==> src/rtl/pulse_gen_mc.sv <==
// Multi-channel edge-triggered pulse generator: each channel turns a qualified
// trigger edge into a pulse_len-cycle pulse, with optional retrigger and a done strobe.
module pulse_gen_mc #(
    parameter int NCH        = 4,
    parameter int CNT_W      = 8,
    parameter bit ACTIVE_LOW = 1'b0
) (
    input  logic               clk,
    input  logic               rst,
    input  logic               clr,
    input  logic [NCH-1:0]     trig_in,
    input  logic [2*NCH-1:0]   edge_mode,
    input  logic [CNT_W-1:0]   pulse_len,
    input  logic               retrig,
    output logic [NCH-1:0]     pulse_out,
    output logic [NCH-1:0]     done,
    output logic               busy
);

    typedef enum logic [1:0] {
        ST_IDLE  = 2'b00,
        ST_PULSE = 2'b01
    } state_e;

    state_e           state_q [NCH];
    state_e           state_d [NCH];
    logic [CNT_W-1:0] cnt_q   [NCH];
    logic [CNT_W-1:0] cnt_d   [NCH];
    logic [NCH-1:0]   prev_q;
    logic [NCH-1:0]   prev_d;
    logic [NCH-1:0]   rise;
    logic [NCH-1:0]   fall;
    logic [NCH-1:0]   edge_hit;
    logic [NCH-1:0]   active;
    logic             len_ok;

    always_comb begin
        prev_d   = trig_in;
        rise     = trig_in & ~prev_q;
        fall     = ~trig_in & prev_q;
        len_ok   = (pulse_len != '0);
        edge_hit = '0;
        active   = '0;
        done     = '0;
        for (int i = 0; i < NCH; i++) begin
            edge_hit[i] = (edge_mode[2*i] & rise[i]) | (edge_mode[2*i+1] & fall[i]);
            active[i]   = (state_q[i] == ST_PULSE);
            state_d[i]  = state_q[i];
            cnt_d[i]    = cnt_q[i];
            // clr beats any edge on the same cycle; the counter holds remaining cycles minus one
            if (clr) begin
                state_d[i] = ST_IDLE;
                cnt_d[i]   = '0;
            end else begin
                case (state_q[i])
                    ST_IDLE: begin
                        if (edge_hit[i] && len_ok) begin
                            state_d[i] = ST_PULSE;
                            cnt_d[i]   = pulse_len - 1'b1;
                        end
                    end
                    ST_PULSE: begin
                        if (retrig && edge_hit[i] && len_ok) begin
                            cnt_d[i] = pulse_len - 1'b1;
                        end else if (cnt_q[i] != '0) begin
                            cnt_d[i] = cnt_q[i] - 1'b1;
                        end else begin
                            state_d[i] = ST_IDLE;
                            done[i]    = 1'b1;
                        end
                    end
                    default: begin
                        state_d[i] = ST_IDLE;
                        cnt_d[i]   = '0;
                    end
                endcase
            end
        end
    end

    always_ff @(posedge clk or posedge rst) begin
        if (rst) begin
            prev_q <= '0;
            for (int i = 0; i < NCH; i++) begin
                state_q[i] <= ST_IDLE;
                cnt_q[i]   <= '0;
            end
        end else begin
            prev_q <= prev_d;
            for (int i = 0; i < NCH; i++) begin
                state_q[i] <= state_d[i];
                cnt_q[i]   <= cnt_d[i];
            end
        end
    end

    assign pulse_out = ACTIVE_LOW ? ~active : active;
    assign busy      = |active;

endmodule

==> config.mk <==
export PLATFORM = sky130hd
export DESIGN_NAME = pulse_gen_mc
export DESIGN_NICKNAME = d
export VERILOG_FILES = /design/src/rtl/pulse_gen_mc.sv
export SDC_FILE = /design/constraint.sdc
export NUM_CORES = 1
export LEC_CHECK = 0
export CELL_PAD_IN_SITES_DETAIL_PLACEMENT = 0
export CELL_PAD_IN_SITES_GLOBAL_PLACEMENT = 1
export CORE_AREA = 2 2 94 96
export CTS_CLUSTER_DIAMETER = 60
export DETAILED_ROUTE_END_ITERATION = 8
export DIE_AREA = 0 0 96 98
export GPL_TIMING_DRIVEN = 0
export PLACE_DENSITY_LB_ADDON = 0.1
export SLEW_MARGIN = 15
export SYNTH_ARGS = -nofsm -noshare
export SYNTH_HDL_FRONTEND = slang
export SYNTH_SLANG_ARGS = --single-unit
==> constraint.sdc <==
create_clock -name clk -period 2.7 [get_ports clk]
set_clock_uncertainty 0.1 [all_clocks]
set_input_delay 0.54 -clock clk [delete_from_list [all_inputs] [get_ports clk]]
set_output_delay 0.54 -clock clk [all_outputs]
set_load 0.05 [all_outputs]
==> impl_metrics.env, run 1 <==
export IMPL_cp_start_kind="input pin"
export IMPL_viasPerCell=5.74
export IMPL_p_leak_nw=1.67
export IMPL_fmax_mhz=339
export IMPL_violations="negative setup slack"
export IMPL_crit_end="done[0]"
export IMPL_holdBufCountCts=0
export IMPL_n_fill_cell=814
export IMPL_regArea_um2=1000
export IMPL_synthSimpleGateAreaFrac=0.196
export IMPL_grt_pass1_vias=2648
export IMPL_hpwl_mm=6.10
export IMPL_min_period_over_period=1.09
export IMPL_grtUsageTotal=0.196
export IMPL_cts_tree="yes"
export IMPL_cts_sinks=40
export IMPL_wire_per_inst_um=19.0
export IMPL_wirelength_mm=9.02
export IMPL_vias=2725
export IMPL_worstPathMaxFanout=3
export IMPL_die_area_um2=9410
export IMPL_grt_max_degree=30
export IMPL_numCtsBuffers=5
export IMPL_ioPinCount=33
export IMPL_synthFlopType="dfrtp_1"
export IMPL_port_buffers=32
export IMPL_synth_cells=301
export IMPL_timing_final_crit_period_ns=2.95
export IMPL_synth_cell_types=56
export IMPL_finalSetupViolCount=4
export IMPL_synth_seq_cells=40
export IMPL_peakVddDrop_mv=0.295
export IMPL_nets=396
export IMPL_syn_avg_cell_area_um2=9.44
export IMPL_cap_violations=0
export IMPL_die_x_um=96
export IMPL_critPathLaunch="pulse_len[3]"
export IMPL_drcViolationCount=0
export IMPL_critPathKind="in -> out"
export IMPL_cts_max_level=2
export IMPL_synth_top_family_by_area="compound AO/OA/AOI/OAI gates"
export IMPL_status="finished with violations"
export IMPL_syn_area_um2=2840
export IMPL_core_area_um2=8470
export IMPL_ys_warn_count=0
export IMPL_clock_latency_ns=0.31
export IMPL_finalMaxSlewViolations=0
export IMPL_overflow=0
export IMPL_post_route_util=0.452
export IMPL_cp_end_kind="output pin"
export IMPL_diodes=0
export IMPL_async_flop_share=1.00
export IMPL_first_pass_iters=4
export IMPL_r2r_end="cnt_q[5]"
export IMPL_multiInputGateArea_um2=1900
export IMPL_p_per_area_nw_per_um2=599
export IMPL_synth_top_area_share=0.352
export IMPL_syn_nets=331
export IMPL_clk_pin_slew_ns=0.08
export IMPL_num_rows=34
export IMPL_arrival_ns=2.31
export IMPL_synth_xor_area_frac=0.0277
export IMPL_final_antenna_net_count=0
export IMPL_reg2reg_slack_ns=0.09
export IMPL_synthAdderAreaFrac=0.0264
export IMPL_fin_hold_ws_ns=0.402
export IMPL_grt_pass1_wl_mm=14.2
export IMPL_rsz0062_at_grt="true"
export IMPL_yosys_mux_area_fraction=0.108
export IMPL_synth_compound_area_frac=0.250
export IMPL_clock_path_buffers=2
export IMPL_layout_setup_ws_ns=-0.252
export IMPL_synth_edf_count=0
export IMPL_worstReg2RegStart="cnt_q[0]"
export IMPL_drive_gt1_frac=0.270
export IMPL_yosys_top_cells_area="dfrtp_1 (35%), mux2i_1 (8.5%), a22o_1 (3.7%), a32o_1 (3.5%), o21ai_0 (3.3%)"
export IMPL_drt_iter0_markers=140
export IMPL_hp_class="in -> async"
export IMPL_dp_slack_ns=-1.71
export IMPL_finalHoldViolCount=0
export IMPL_required_ns=2.06
export IMPL_synth_top_cell_by_area="dfrtp_1"
export IMPL_synth_yosys_seq_area_share=0.352
export IMPL_die_y_um=98
export IMPL_area_growth_pct=34.5
export IMPL_start_util=0.336
export IMPL_root_buffer="clkbuf_8"
export IMPL_tightestPinTransition_ns=0.951
export IMPL_slew_headroom=0.362
export IMPL_place_gp_congestion=0.791
export IMPL_antenna_found_initial=0
export IMPL_r2r_cells=8
## sequential cells by signal (all words and copies together) (netlist names)
register and count:
prev_q 4, state_q 4, cnt_q 32
## worst max-delay path, cell delays in order
cell and delay [ns]:
buf_8 0.10, or4_4 0.54, or4b_4 0.52, a31o_4 0.27, nor3_4 0.16, buf_6 0.18
## logic make-up (layout without fill, tap and decap cells)
logic type	count (synthesis)	count (layout)
AND/OR/NAND/NOR	97	97
AO/OA/AOI/OAI	91	91
flip-flops	40	40
multiplexers	30	30
buffers and inverters	28	94
XOR/XNOR	9	9
adder cells (fa/ha/maj)	6	6
## per-stage QoR
| stage | power, W | instances | setup TNS (ns) | cell area (um2) |
|---|---|---|---|---|
| after floorplan | 0.00139 | 301 | -0.571 | 2920 |
| after global routing | 0.00244 | 475 | -0.935 | 3820 |
| after detailed placement | 0.00162 | 442 | -31.22 | 3390 |
| after global placement | 0.00163 | 441 | -32.69 | 3370 |
| final | 0.00229 | 475 | -0.682 | 3820 |
| after CTS | 0.00223 | 463 | -0.955 | 3700 |
## timing repair
item,4_1_cts,5_1_grt
setup endpoints to repair,40,13
pin swaps,11,10
setup buffers,14,14
resized for setup,77,16
## area by class of cell
type / instances / share of cell area
Multi-Input combinational cell: 233 / 0.496
Tap cell: 108 / 0.0354
Timing Repair Buffer: 61 / 0.148
Inverter: 18 / 0.0177
Clock buffer: 6 / 0.0190
Clock inverter: 2 / 0.00917
Buffer: 7 / 0.0134
Sequential cell: 40 / 0.262
## report_power, final
part | total, W | internal, W | switching (W)
Clock | 0.000513 | 0.000275 | 0.000238
Combinational | 0.00101 | 0.000487 | 0.000521
Sequential | 0.000769 | 0.000674 | 0.0000946
Total | 0.00229 | 0.00144 | 0.000854
## synth_stat cells, drive strengths merged (3+ instances only)
master,n
a211o,3
a21oi,10
a22o,12
a32o,10
clkbuf,9
dfrtp,40
ha,6
inv,17
mux2,6
mux2i,24
nand2,20
nand2b,4
nand3,7
nand3b,6
nor2,14
nor3,11
nor3b,4
nor4,5
nor4b,3
o2111ai,3
o21a,4
o21ai,22
o22ai,3
o31ai,6
o32ai,3
or2,3
or3,3
or4,9
or4b,5
xnor2,4
xor2,5
## worst min path at each step
stage	from	to	slack, ns	cells after the start
after floorplan	cnt_q[7]	cnt_q[7]	0.38	1
after global placement	cnt_q[7]	cnt_q[7]	0.42	1
after detailed placement	cnt_q[7]	cnt_q[7]	0.42	1
after CTS	rst	cnt_q[3]	0.41	2
after global routing	rst	cnt_q[3]	0.44	2
final	rst	cnt_q[3]	0.40	2
## routing by layer
| layer | share of wire | GRT usage | vias to the layer above | wire length, um |
|---|---|---|---|---|
| met4 | 0.024 | 0.0747 | 0 | 212 |
| met2 | 0.47 | 0.301 | 68 | 4270 |
| met3 | 0.037 | 0.0347 | 13 | 338 |
| met5 | 0 | 0 | - | 0 |
| met1 | 0.47 | 0.271 | 1345 | 4200 |
| li1 | - | - | 1299 | - |
## cell usage in the layout (no fill, tap or decap), types with 6 or more instances in the layout
cell type,instances
nand3b_1,6
buf_4,27
o21ai_0,19
dfrtp_1,40
nor3_1,7
clkdlybuf4s50_1,18
inv_2,8
a32o_1,10
clkbuf_8,7
nor2_1,14
a21oi_1,9
mux2i_1,24
inv_1,9
o31ai_1,6
a22o_1,12
nand2_1,19
mux2_2,6
nand3_1,7
No activity file was read; power rests on OpenSTA's default activity.
==> inputs of run 2 (changes only) <==
Settings changed: CTS_CLUSTER_SIZE from default to 40.
==> results of run 2 <==
Same layout as run 1: the final DEF is identical, and so are final timing and power.
==> patch, RTL diff (settings of run 2) <==
Set the parameter `ACTIVE_LOW` to 1'b1 (it was 1'b0).
--- a/src/rtl/pulse_gen_mc.sv
+++ b/src/rtl/pulse_gen_mc.sv
@@ -5,3 +5,3 @@
     parameter int CNT_W      = 8,
-    parameter bit ACTIVE_LOW = 1'b0
+    parameter bit ACTIVE_LOW = 1'b1
 ) (
Function: changed (a bounded check fails within 4 cycles, from zero or initial values and one cycle with rst high).
==> patch against run 2 <==
  * Design area decreased by 1.3%
  * Worst setup slack improved by 310 ps
  * Total power fell by 1.9%
  * Synthesized area grew 2.3%
  * Routed wire length fell by 4.0%
  * Fmax grew 12%
  * Die area is the same
  * Non-clock buffer count down 4
  * Sequential cell count did not move
==> patch: results (changes against run 2) <==
stage,metric,value,unit,change
power_and_ir_drop,Max VDD drop,0.000231,V,-22%
place,final estimated routing congestion in global placement,0.760,,-4.0%
logic_synthesis,largest cells by area after synthesis,"sky130_fd_sc_hd__dfrtp_1 (34%), sky130_fd_sc_hd__mux2i_1 (7.6%), sky130_fd_sc_hd__a32o_1 (3.8%)",,
logic_synthesis,Synth Area in Compound Gates,23.8,%,-1.2 points
power_and_ir_drop,Net Sw Frac,36.9,%,-0.37 points
place,Final HPWL DP,6050,um,-0.80%
critical_path,signal arrival time at the worst endpoint,2000,ps,-310 ps
drt,total number of vias,2620,,-3.9%
logic_synthesis,"Seq/Total Area, Yosys",34.4,%,-0.80 points
logic_synthesis,Synth Area in XOR/XNOR,2.41,%,-0.36 points
cts,root buffer selected by CTS,sky130_fd_sc_hd__clkbuf_8,,
drt,Avg WL per Cell,18.4,um,-3.0%
drt,detailed router's first-iteration violation count,79,,-44%
logic_synthesis,most instantiated cells after synthesis,"sky130_fd_sc_hd__dfrtp_1 (40), sky130_fd_sc_hd__nand2_1 (24), sky130_fd_sc_hd__mux2i_1 (22), sky130_fd_sc_hd__inv_1 (21), sky130_fd_sc_hd__nor2_1 (20)",,
global_route,first-pass GRT wire length,13700,um,-3.3%
global_route,Tot GR Track Use,19.1,%,-0.41 points
logic_synthesis,cell count after synthesis,302,,+0.33%
power_and_ir_drop,leakage dissipation,1.67,nW,about the same
critical_path,Register-to-Register Path Depth,7,,-1
global_route,initial antenna violation count,0,,unchanged
logic_synthesis,multiplexer area fraction after synthesis,10.5,%,-0.29 points
drt,Met1 Wirelength,4060,um,-3.3%
finish,post-layout instance count excluding filler cells,470,,-1.1%
critical_path,Register-to-Register Setup Slack,380,ps,+290 ps
global_route,pin count of the biggest net entering global routing,32,,+6.7%
status,outcome,completed,,
global_route,vias in the first global route,2534,,-4.3%
global_route,fraction of met3 tracks used by global routing,3.09,%,-0.39 points
global_route,met1 Use GR,26.9,%,-0.26 points
critical_path,destination of the worst register-to-register timing path,cnt_q[1]$_DFFE_PP0P_,,
finish,share of post-route cells with drive strength above 1,25.7,%,-1.3 points
critical_path,highest net fanout along the worst path,8,,+5
place,setup slack at placement,-1420,ps,+286 ps
logic_synthesis,post-synth cell types,61,,+8.9%
critical_path,slowest cell on the critical path,sky130_fd_sc_hd__nor4_4,,
drt,sum of met2 wire segment lengths after detailed routing,4060,um,-5.0%
sta,max_slew headroom,42.8,%,+6.7 points
critical_path,critical path endpoint,done[1],,
sta,worst hold margin,385,ps,-16.3 ps
place,post-placement cell area,3420,um2,+0.89%
place,cell count after placement,443,,+0.23%
sta,"Period Utilization, post-route",97.8,%,-12 points
drt,met3 WL,373,um,+10%
logic_synthesis,fraction of the mapped netlist area in adder cells,2.58,%,-0.060 points
## patch: cell types whose count changed after synthesis, moves of 5 or more
cell,before,now
sky130_fd_sc_hd__o21ai_0,19,9
sky130_fd_sc_hd__nor2_1,14,20
sky130_fd_sc_hd__o31ai_2,0,6
sky130_fd_sc_hd__nor3_1,11,16
sky130_fd_sc_hd__o2bb2ai_1,1,6
sky130_fd_sc_hd__or4_1,8,3
## patch: area by class of cell
type	count	area, um2
Sequential cell	40	1000
Timing Repair Buffer	54	487
Fill cell	861	4690
Tap cell	108	135
Buffer	10	106
Inverter	22	87.6
Clock buffer	7	96.3
Multi-Input combinational cell	228	1830
Clock inverter	1	30.0
## patch: power by group through the flow
| stage | logic [mW] | clock network, mW | registers [mW] |
|---|---|---|---|
| floorplan | 0.636 | 0 | 0.743 |
| global placement | 0.842 | 0 | 0.767 |
| detailed placement | 0.847 | 0 | 0.765 |
| CTS | 0.866 | 0.584 | 0.754 |
| global route | 1.01 | 0.604 | 0.771 |
| finish | 0.919 | 0.568 | 0.760 |
